--- config.mk ---
export PLATFORM = sky130hd
export DESIGN_NAME = lsu_mmio_bridge
export DESIGN_NICKNAME = d
export VERILOG_FILES = /design/src/rtl/lsu_mmio_bridge_pkg.sv /design/src/rtl/lsu_mmio_decode.sv /design/src/rtl/lsu_mmio_bridge.sv
export SDC_FILE = /design/constraint.sdc
export NUM_CORES = 1
export LEC_CHECK = 0
export ABC_AREA = 1
export CAP_MARGIN = 5
export CORE_AREA = 2 2 216 218
export DETAILED_ROUTE_END_ITERATION = 7
export DIE_AREA = 0 0 218 220
export PLACE_DENSITY = 0.42
export SLEW_MARGIN = 30
export SYNTH_ARGS = -nofsm -noshare
export SYNTH_HDL_FRONTEND = slang
export SYNTH_HIERARCHICAL = 1
export SYNTH_SLANG_ARGS = --single-unit
--- constraint.sdc ---
create_clock -name clock -period 2.2 [get_ports clock]
set_input_delay 0.44 -clock clock [delete_from_list [all_inputs] [get_ports clock]]
set_output_delay 0.44 -clock clock [all_outputs]
set_load 0.005 [all_outputs]
--- src/rtl/lsu_mmio_bridge_pkg.sv ---
// Shared types and constants for the LSU MMIO bridge.
// Build option: LSU_MMIO_MISALIGN_CHK_EN enables the alignment check.
package lsu_mmio_bridge_pkg;

    typedef enum logic [2:0] {
        S_IDLE,
        S_CLINT_ACC,
        S_CLINT_RSP,
        S_MEM_REQ,
        S_MEM_WAIT
    } state_e;

    localparam logic [2:0] SZ_B = 3'd0;
    localparam logic [2:0] SZ_H = 3'd1;
    localparam logic [2:0] SZ_W = 3'd2;
    localparam logic [2:0] SZ_D = 3'd3;
    localparam int SZ_UNSIGNED_BIT = 2;

    localparam logic [63:0] CLINT_BASE_DEF = 64'h0000_0000_0200_0000;

endpackage

--- src/rtl/lsu_mmio_decode.sv ---
// Combinational MMIO window decode: range hit and optional alignment check.
// Build option: LSU_MMIO_MISALIGN_CHK_EN adds the size port and misalign flag.
module lsu_mmio_decode
    import lsu_mmio_bridge_pkg::*;
#(
    parameter int ADDR_WIDTH = 64,
    parameter int WIN_WIDTH  = 16,
    parameter logic [ADDR_WIDTH-1:0] BASE = '0
) (
    input  logic [ADDR_WIDTH-1:0] addr,
`ifdef LSU_MMIO_MISALIGN_CHK_EN
    input  logic [1:0]            size,
    output logic                  misalign,
`endif
    output logic                  hit
);

    // One extra bit keeps the window limit from wrapping at the top.
    localparam logic [ADDR_WIDTH:0] WIN =
        (ADDR_WIDTH+1)'(1) << WIN_WIDTH;
    localparam logic [ADDR_WIDTH:0] LIMIT = {1'b0, BASE} + WIN;

    logic [ADDR_WIDTH:0] addr_x;

    assign addr_x = {1'b0, addr};
    assign hit = (addr_x >= {1'b0, BASE}) && (addr_x < LIMIT);

`ifdef LSU_MMIO_MISALIGN_CHK_EN
    always_comb begin
        misalign = 1'b0;
        unique case (size)
            SZ_B[1:0]: misalign = 1'b0;
            SZ_H[1:0]: misalign = addr[0];
            SZ_W[1:0]: misalign = |addr[1:0];
            default:   misalign = |addr[2:0];
        endcase
    end
`endif

endmodule

--- src/rtl/lsu_mmio_bridge.sv ---
// Routes LSU accesses to the CLINT port or main memory, one at a time.
// Build option: LSU_MMIO_MISALIGN_CHK_EN returns an error on misaligned access.
module lsu_mmio_bridge
    import lsu_mmio_bridge_pkg::*;
#(
    parameter int DATA_WIDTH       = 64,
    parameter int ADDR_WIDTH       = 64,
    parameter int CLINT_ADDR_WIDTH = 16,
    parameter logic [ADDR_WIDTH-1:0] CLINT_BASE =
        ADDR_WIDTH'(CLINT_BASE_DEF)
) (
    input  logic                        clock,
    input  logic                        reset,
    input  logic                        lsu_req_valid,
    output logic                        lsu_req_ready,
    input  logic [ADDR_WIDTH-1:0]       lsu_addr,
    input  logic [DATA_WIDTH-1:0]       lsu_wdata,
    input  logic                        lsu_wen,
    input  logic [2:0]                  lsu_size,
    output logic                        lsu_resp_valid,
    output logic [DATA_WIDTH-1:0]       lsu_rdata,
    output logic                        lsu_resp_err,
    output logic [CLINT_ADDR_WIDTH-1:0] clint_addr,
    output logic [DATA_WIDTH-1:0]       clint_wdata,
    output logic                        clint_wen,
    output logic                        clint_sel,
    output logic [2:0]                  clint_size,
    input  logic [DATA_WIDTH-1:0]       clint_rdata,
    output logic                        mem_req_valid,
    input  logic                        mem_req_ready,
    output logic [ADDR_WIDTH-1:0]       mem_addr,
    output logic [DATA_WIDTH-1:0]       mem_wdata,
    output logic                        mem_wen,
    output logic [2:0]                  mem_size,
    input  logic                        mem_resp_valid,
    input  logic [DATA_WIDTH-1:0]       mem_rdata
);

    state_e                state_q, state_d;
    logic [ADDR_WIDTH-1:0] addr_q, addr_d;
    logic [DATA_WIDTH-1:0] wdata_q, wdata_d;
    logic                  wen_q, wen_d;
    logic [2:0]            size_q, size_d;
    logic                  hit;
    logic                  rsp_zero;
`ifdef LSU_MMIO_MISALIGN_CHK_EN
    logic                  misalign;
    logic                  err_q, err_d;
`endif

    lsu_mmio_decode #(
        .ADDR_WIDTH (ADDR_WIDTH),
        .WIN_WIDTH  (CLINT_ADDR_WIDTH),
        .BASE       (CLINT_BASE)
    ) u_decode (
        .addr     (lsu_addr),
`ifdef LSU_MMIO_MISALIGN_CHK_EN
        .size     (lsu_size[1:0]),
        .misalign (misalign),
`endif
        .hit      (hit)
    );

    always_ff @(posedge clock or negedge reset) begin
        if (!reset) begin
            state_q <= S_IDLE;
            addr_q  <= '0;
            wdata_q <= '0;
            wen_q   <= 1'b0;
            size_q  <= '0;
`ifdef LSU_MMIO_MISALIGN_CHK_EN
            err_q   <= 1'b0;
`endif
        end else begin
            state_q <= state_d;
            addr_q  <= addr_d;
            wdata_q <= wdata_d;
            wen_q   <= wen_d;
            size_q  <= size_d;
`ifdef LSU_MMIO_MISALIGN_CHK_EN
            err_q   <= err_d;
`endif
        end
    end

`ifdef LSU_MMIO_MISALIGN_CHK_EN
    assign rsp_zero = wen_q | err_q;
`else
    assign rsp_zero = wen_q;
`endif

    always_comb begin
        state_d        = state_q;
        addr_d         = addr_q;
        wdata_d        = wdata_q;
        wen_d          = wen_q;
        size_d         = size_q;
`ifdef LSU_MMIO_MISALIGN_CHK_EN
        err_d          = err_q;
`endif
        lsu_req_ready  = 1'b0;
        lsu_resp_valid = 1'b0;
        lsu_rdata      = '0;
        lsu_resp_err   = 1'b0;
        clint_addr     = '0;
        clint_wdata    = '0;
        clint_wen      = 1'b0;
        clint_sel      = 1'b0;
        clint_size     = '0;
        mem_req_valid  = 1'b0;
        mem_addr       = '0;
        mem_wdata      = '0;
        mem_wen        = 1'b0;
        mem_size       = '0;

        unique case (state_q)
            S_IDLE: begin
                lsu_req_ready = 1'b1;
                if (lsu_req_valid) begin
                    addr_d  = lsu_addr;
                    wdata_d = lsu_wdata;
                    wen_d   = lsu_wen;
                    size_d  = lsu_size;
`ifdef LSU_MMIO_MISALIGN_CHK_EN
                    err_d   = misalign;
                    if (misalign) begin
                        state_d = S_CLINT_RSP;
                    end else
`endif
                    if (hit) begin
                        state_d = S_CLINT_ACC;
                    end else begin
                        state_d = S_MEM_REQ;
                    end
                end
            end
            S_CLINT_ACC: begin
                clint_sel   = 1'b1;
                clint_wen   = wen_q;
                clint_addr  = addr_q[CLINT_ADDR_WIDTH-1:0];
                clint_wdata = wdata_q;
                clint_size  = size_q;
                state_d     = S_CLINT_RSP;
            end
            S_CLINT_RSP: begin
                lsu_resp_valid = 1'b1;
                lsu_rdata      = rsp_zero ? '0 : clint_rdata;
`ifdef LSU_MMIO_MISALIGN_CHK_EN
                lsu_resp_err   = err_q;
`endif
                state_d        = S_IDLE;
            end
            S_MEM_REQ: begin
                mem_req_valid = 1'b1;
                mem_addr      = addr_q;
                mem_wdata     = wdata_q;
                mem_wen       = wen_q;
                mem_size      = size_q;
                if (mem_req_ready) begin
                    state_d = S_MEM_WAIT;
                end
            end
            S_MEM_WAIT: begin
                // Response passes straight through from the memory side.
                if (mem_resp_valid) begin
                    lsu_resp_valid = 1'b1;
                    lsu_rdata      = mem_rdata;
                    state_d        = S_IDLE;
                end
            end
            default: begin
                state_d = S_IDLE;
            end
        endcase
    end

endmodule

======== After elaboration in Yosys (flattened, before gate mapping) ========
Cells that the tools add are included.
word-level totals
  bits in registers ....................... 135
  latch bits .............................. 0
  bits in writable memories ............... 0
  bits in read-only memories .............. 0
  input port bits ......................... 265
  output and inout port bits .............. 285
  logic and storage cells ................. 39
  memories ................................ 0
cells by class
  add/sub/neg operators ................... 0
  $mul .................................... 0
  div/mod/pow operators ................... 0
  $lt $le $gt $ge ......................... 2
  equality and inequality tests ........... 7
  shift operators ......................... 0
  muxes and demuxes ....................... 21
  bitwise logic cells ..................... 0
  reduce and logical (&&, ||, !) cells .... 4
operators with widths
  cell                                                                      number
  64-bit 2-to-1 mux                                                         5
  64-bit case mux with 2 select lines                                       1
  64-bit by 26-bit >= comparator with 1-bit output (second input constant)  1
  64-bit by 26-bit < comparator with 1-bit output (second input constant)   1
  16-bit 2-to-1 mux                                                         1
  3-bit 2-to-1 mux                                                          5
  3-bit case mux with 4 select lines                                        1
  3-bit by 2-bit equality test with 1-bit output (second input constant)    2
  1-bit 2-to-1 mux                                                          6
  2-bit != test (second input constant)                                     3
  3-bit by 1-bit equality test with 1-bit output (second input constant)    1
  3-bit equality test (second input constant)                               1
  3-bit zero test                                                           1
  3-bit AND reduction                                                       1
  2-bit 2-to-1 mux                                                          1
  1-bit case mux with 2 select lines                                        1
  2-bit AND reduction                                                       1
  1-bit logical AND                                                         1

======== Depth between registers and ports, before layout ========
  depth in word-level cells ............... 5
  depth in mapped cells ................... 10

======== Modules after synthesis ========
The synthesis kept the hierarchy.
modules (own cells, without submodules)
  module           instances  cells each  area each (µm²)
  lsu_mmio_bridge  1          1041        7194.4
  lsu_mmio_decode  1          73          296.5

======== Worst setup path after synthesis ========
No wires, ideal clock.
  path type ............................... reg2out
  start ................................... register wen_q (netlist: rsp_zero)
  end ..................................... output port lsu_rdata[10]
  arrival time ............................ 1.172 ns
  data required time ...................... 1.760 ns
  path slack .............................. 0.588 ns
  cell stages (with the launch flop) ...... 6
  buffers on the path ..................... 2
  path through ............................ dfrtp_1 > inv_1 > clkbuf_1 > clkbuf_1 > nand3_1 > nand2_1
on the way
  word-level cells in the longest chain between the ends .. 2
RTL lines
  what                                 RTL line                source
  from (decl)                          lsu_mmio_bridge.sv:42   logic wen_q, wen_d;
  from (signal assigned)               lsu_mmio_bridge.sv:78   wen_q <= wen_d;
  64-bit 2-to-1 mux                    lsu_mmio_bridge.sv:147  lsu_rdata = rsp_zero ? '0 : clint_rdata;
  64-bit case mux with 2 select lines  lsu_mmio_bridge.sv:116  unique case (state_q)
  to (decl)                            lsu_mmio_bridge.sv:21   output logic [DATA_WIDTH-1:0] lsu_rdata,
Every way passes these cells.

======== Worst setup path in the final report ========
  start ................................... register state_q[1]
  end ..................................... output port clint_wdata[9]
on the way
  word-level cells in the longest chain between the ends .. 2
RTL lines
  what                                            RTL line                source
  from (decl)                                     lsu_mmio_bridge.sv:39   state_e state_q, state_d;
  from (signal assigned)                          lsu_mmio_bridge.sv:75   state_q <= state_d;
  3-bit by 1-bit equality test with 1-bit output  lsu_mmio_bridge.sv:116
  64-bit 2-to-1 mux                               lsu_mmio_bridge.sv:116
  to (decl)                                       lsu_mmio_bridge.sv:24   output logic [DATA_WIDTH-1:0] clint_wdata,
Every way passes these cells.

==> reports/qor_table.md <==
| Quantity | Reported | Unit |
|---|---|---|
| Sequential fraction of design power | 0.248 | - |
| Maximum vdd drop | 0.000500 | V |
| Register-to-register setup slack | 0.39 | ns |
| Vias in the first global route | 8665 | - |
| Num CTS Buffers | 17 | - |
| Layout Cell Area excl Fill | 15000 | sq um |
| Hold violation total from the final report | 0 | - |
| Area share of the largest cell type after synthesis | 0.451 | - |
| Area grow syn2layout | 101 | % |
| Avg WL per Cell | 17.0 | microns |
| Final setup fails | 193 | - |
| Post-layout worst setup margin | -0.404 | ns |
| Number of register bits inferred by synthesis | 135 | - |
| Number of filler cells placed in the layout | 4979 | - |
| Vias per cell | 3.87 | - |
| Top-level I/O count | 550 | - |
| Fraction of layout instances using a drive strength above 1 | 0.192 | - |
| Yosys warning total | 6 | - |
| Number of iterations in the first detailed-routing pass | 5 | - |
| Sequential-to-total area share from yosys stat | 0.451 | - |
| Routed Wire Length | 39400 | microns |
| Initial antenna violation count | 5 | - |
| Core area | 45900 | sq um |
| Total number of vias | 8984 | - |
| Die area | 48000 | sq um |
| Height of the die | 220 | microns |
| Power density over the cells | 1070 | nW/um^2 |
| Maximum root-to-sink buffer count | 2 | - |
| Initial Utilization | 0.163 | - |
| Fmax | 384 | MHz |
| Clock network latency to the later pin of the worst-skew pair | 0.46 | ns |
| Sequential cell area in the final layout | 3380 | sq um |
| Cells after Synth | 1114 | - |
| Worst Path Required | 1.76 | ns |
| Kind of launch point of the worst setup path | flip-flop | - |
| CP Class | flip-flop to output port | - |
| Run status | finished with violations | - |
| Clock sink count | 135 | - |
| DRC violation count after routing | 0 | - |
| Total nets after synthesis | 1379 | - |
| Min-Delay Path Class | input pin to asynchronous set/reset pin | - |
| Count of cell types in the netlist | 21 | - |
| Arrival time of the worst setup path | 2.16 | ns |
| Number of rows created at floorplan | 79 | - |
| Crit path max fanout | 51 | - |
| Post-DP Area | 13900 | sq um |
| Footprint of the multi-input gates | 3320 | sq um |
| Portion of the clock cycle consumed by the worst path in the final layout | 1.18 | - |
| Clk Tree Root Cell | sky130_fd_sc_hd__clkbuf_16 | - |
| Start of the worst register-to-register path | state_q[1]$_DFFE_PN0P_ | - |
| Largest clock skew in the final design | 0.0180 | ns |
| Max-capacitance violation count | 0 | - |
| Starting DRT DRC Count | 377 | - |
| Violations in the final reports | negative setup slack | - |
| Static Leakage | 8.24 | nW |
| Routability congestion estimate from global placement | 0.819 | - |
| Worst hold slack after final layout | 0.495 | ns |
| Switching power of the nets | 6.35 | mW |
| Count of antenna-violating nets left after detailed routing | 0 | - |
| Cell accounting for the most synthesized area | sky130_fd_sc_hd__dfrtp_1 | - |
| Largest net degree at the start of global routing | 77 | - |
| Clock H-tree levels | 4 | - |
| Total congestion overflow | 0 | - |
| Total Routing Usage GR | 0.155 | - |
| CTS tree | yes | - |
| Max-slew violation count | 0 | - |
| DP Cell Count | 2237 | - |
| Top cells by area in the synthesized netlist | sky130_fd_sc_hd__dfrtp_1, sky130_fd_sc_hd__nand2_1, sky130_fd_sc_hd__nor2_1 | - |
| Switching Share | 0.395 | - |
| Synth Area per Inst | 6.72 | sq um |
| Die outline width | 218 | microns |
| Half-perimeter wire length after placement | 29500 | microns |
| Post-synthesis instance area | 7490 | sq um |
| Non-filler instance count after layout | 2322 | - |
| Total Negative Setup Slacks | -34.55 | ns |
| Final Net Count | 1966 | - |
| Crit Reg-Reg Endpoint | wdata_q[12]$_DFFE_PN0P_ | - |
| Depth of the most critical reg-to-reg path | 9 | - |
| Wire length of the first global-routing pass | 54700 | microns |
| Final Util | 0.328 | - |
| Number of buffers inserted by port buffering | 548 | - |
| Min Tclk post-route | 2.60 | ns |
| Internal power | 9.72 | mW |
| Clock transition at the registers of the reported paths | 0.06 | ns |
| Combinational Power Share | 0.556 | - |
| Unrepaired setup endpoints after global routing | yes | - |
| Clock group share of total power | 0.196 | - |
| Kind of capture point of the worst setup path | output port | - |
[synthesized netlist by cell type]
library cell / count
sky130_fd_sc_hd__inv_2: 2
sky130_fd_sc_hd__dfrtp_1: 135
sky130_fd_sc_hd__o21ai_0: 2
sky130_fd_sc_hd__clkbuf_1: 20
sky130_fd_sc_hd__buf_6: 9
sky130_fd_sc_hd__nand4_1: 3
sky130_fd_sc_hd__nor2_1: 239
sky130_fd_sc_hd__clkinv_1: 1
sky130_fd_sc_hd__nand3_1: 66
sky130_fd_sc_hd__buf_1: 1
sky130_fd_sc_hd__nand2_2: 1
sky130_fd_sc_hd__nor2_2: 4
sky130_fd_sc_hd__inv_1: 159
sky130_fd_sc_hd__conb_1: 1
sky130_fd_sc_hd__buf_2: 38
sky130_fd_sc_hd__o21ai_1: 132
sky130_fd_sc_hd__o22ai_1: 1
sky130_fd_sc_hd__nor2_4: 4
sky130_fd_sc_hd__buf_4: 4
sky130_fd_sc_hd__and2_1: 2
sky130_fd_sc_hd__nand2_1: 290
[metrics by stage]
stage	setup slack, ns	power [mW]
5_1_grt	-0.474	17.4
3_5_place_dp	-0.326	12.8
2_1_floorplan	0.588	7.96
4_1_cts	-0.466	16.1
3_3_place_gp	-0.298	12.7
6_report	-0.404	16.1
[registers in the layout, summed over array words and instances (netlist names)]
signal and cells:
addr_q 64, rsp_zero 1, size_q 3, state_q 3
wdata_q 64
[worst max-delay path, stage by stage, from the launching register on]
cell and delay [ns]:
sky130_fd_sc_hd__dfrtp_1 0.41, sky130_fd_sc_hd__buf_4 0.16, sky130_fd_sc_hd__nor2_4 0.12, sky130_fd_sc_hd__nand2_4 0.09, sky130_fd_sc_hd__buf_12 0.17, sky130_fd_sc_hd__nor2_4 0.16, sky130_fd_sc_hd__clkdlybuf4s50_1 0.52
[final cells by class]
| type | instances | share of cell area |
|---|---|---|
| inverter | 162 | 0.0416 |
| timing repair inverter | 1 | 0.000416 |
| tap | 607 | 0.0505 |
| clock inverter | 14 | 0.0132 |
| sequential | 135 | 0.225 |
| clock buffer | 18 | 0.0292 |
| multi-input combinational | 745 | 0.221 |
| antenna | 1 | 0.000167 |
| timing repair buffer | 639 | 0.419 |
[worst max path at each step]
stage / slack (ns) / cells after the start / to / startpoint
finish: -0.40 / 6 / clint_wdata[9] / state_q[1]$_DFFE_PN0P_
global route: -0.47 / 6 / clint_wdata[16] / state_q[1]$_DFFE_PN0P_
CTS: -0.47 / 8 / mem_wdata[2] / state_q[2]$_DFFE_PN0P_
detailed placement: -0.33 / 7 / lsu_rdata[26] / mem_resp_valid
global placement: -0.30 / 7 / lsu_rdata[19] / mem_resp_valid
floorplan: 0.59 / 5 / lsu_rdata[10] / rsp_zero$_DFFE_PN0P_
[power by group through the flow]
stage	Sequential, mW	Combinational (mW)	Clock (mW)
floorplan	3.96	4.00	0
global placement	4.01	8.71	0
CTS	3.99	8.80	3.29
detailed placement	4.03	8.75	0
finish	3.98	8.93	3.15
global route	4.11	9.92	3.38
[cell families (layout without fill, tap and decap cells)]
group / after synthesis / in the layout / share of synthesized area
compound gates: 135 / 135 / 0.0904
other cells: 1 / 2 / 0.000501
buf+inv: 234 / 834 / 0.135
simple gates: 609 / 609 / 0.324
flops: 135 / 135 / 0.451
[what timing repair did]
item                                    in CTS  in global routing
cloned                                       3                  6
setup buffers                               19                 24
endpoints found under the setup margin     284                284
hold buffers                                 1                  0
pin swaps                                    3                  2
endpoints found under the hold margin       42                  0
resized for setup                          256                352
[layer usage]
metal	track usage	routed length [microns]	part of all wire
met1	0.168	15000	0.38
met3	0.0460	3160	0.080
met5	0	24	0.00061
met2	0.287	20700	0.53
met4	0.0478	527	0.013
[placed cells by master (no fill, tap or decap), types with 3 or more instances in the layout]
cell type and n:
sky130_fd_sc_hd__clkdlybuf4s50_1 322, sky130_fd_sc_hd__buf_12 23, sky130_fd_sc_hd__clkbuf_16 23, sky130_fd_sc_hd__buf_6 19, sky130_fd_sc_hd__nand4_1 3, sky130_fd_sc_hd__clkdlybuf4s15_2 14
sky130_fd_sc_hd__buf_16 4, sky130_fd_sc_hd__clkinvlp_4 5, sky130_fd_sc_hd__inv_1 158, sky130_fd_sc_hd__nor2_4 16, sky130_fd_sc_hd__dfrtp_1 135, sky130_fd_sc_hd__nand2_2 17
sky130_fd_sc_hd__nor2_1 202, sky130_fd_sc_hd__buf_4 45, sky130_fd_sc_hd__nand3_1 64, sky130_fd_sc_hd__dlygate4sd2_1 19, sky130_fd_sc_hd__buf_2 54, sky130_fd_sc_hd__dlymetal6s2s_1 70
sky130_fd_sc_hd__nor2_2 29, sky130_fd_sc_hd__o21ai_1 132, sky130_fd_sc_hd__clkbuf_2 61, sky130_fd_sc_hd__nand2_1 272, sky130_fd_sc_hd__bufinv_16 4
Power figures use the tool's default switching activity.
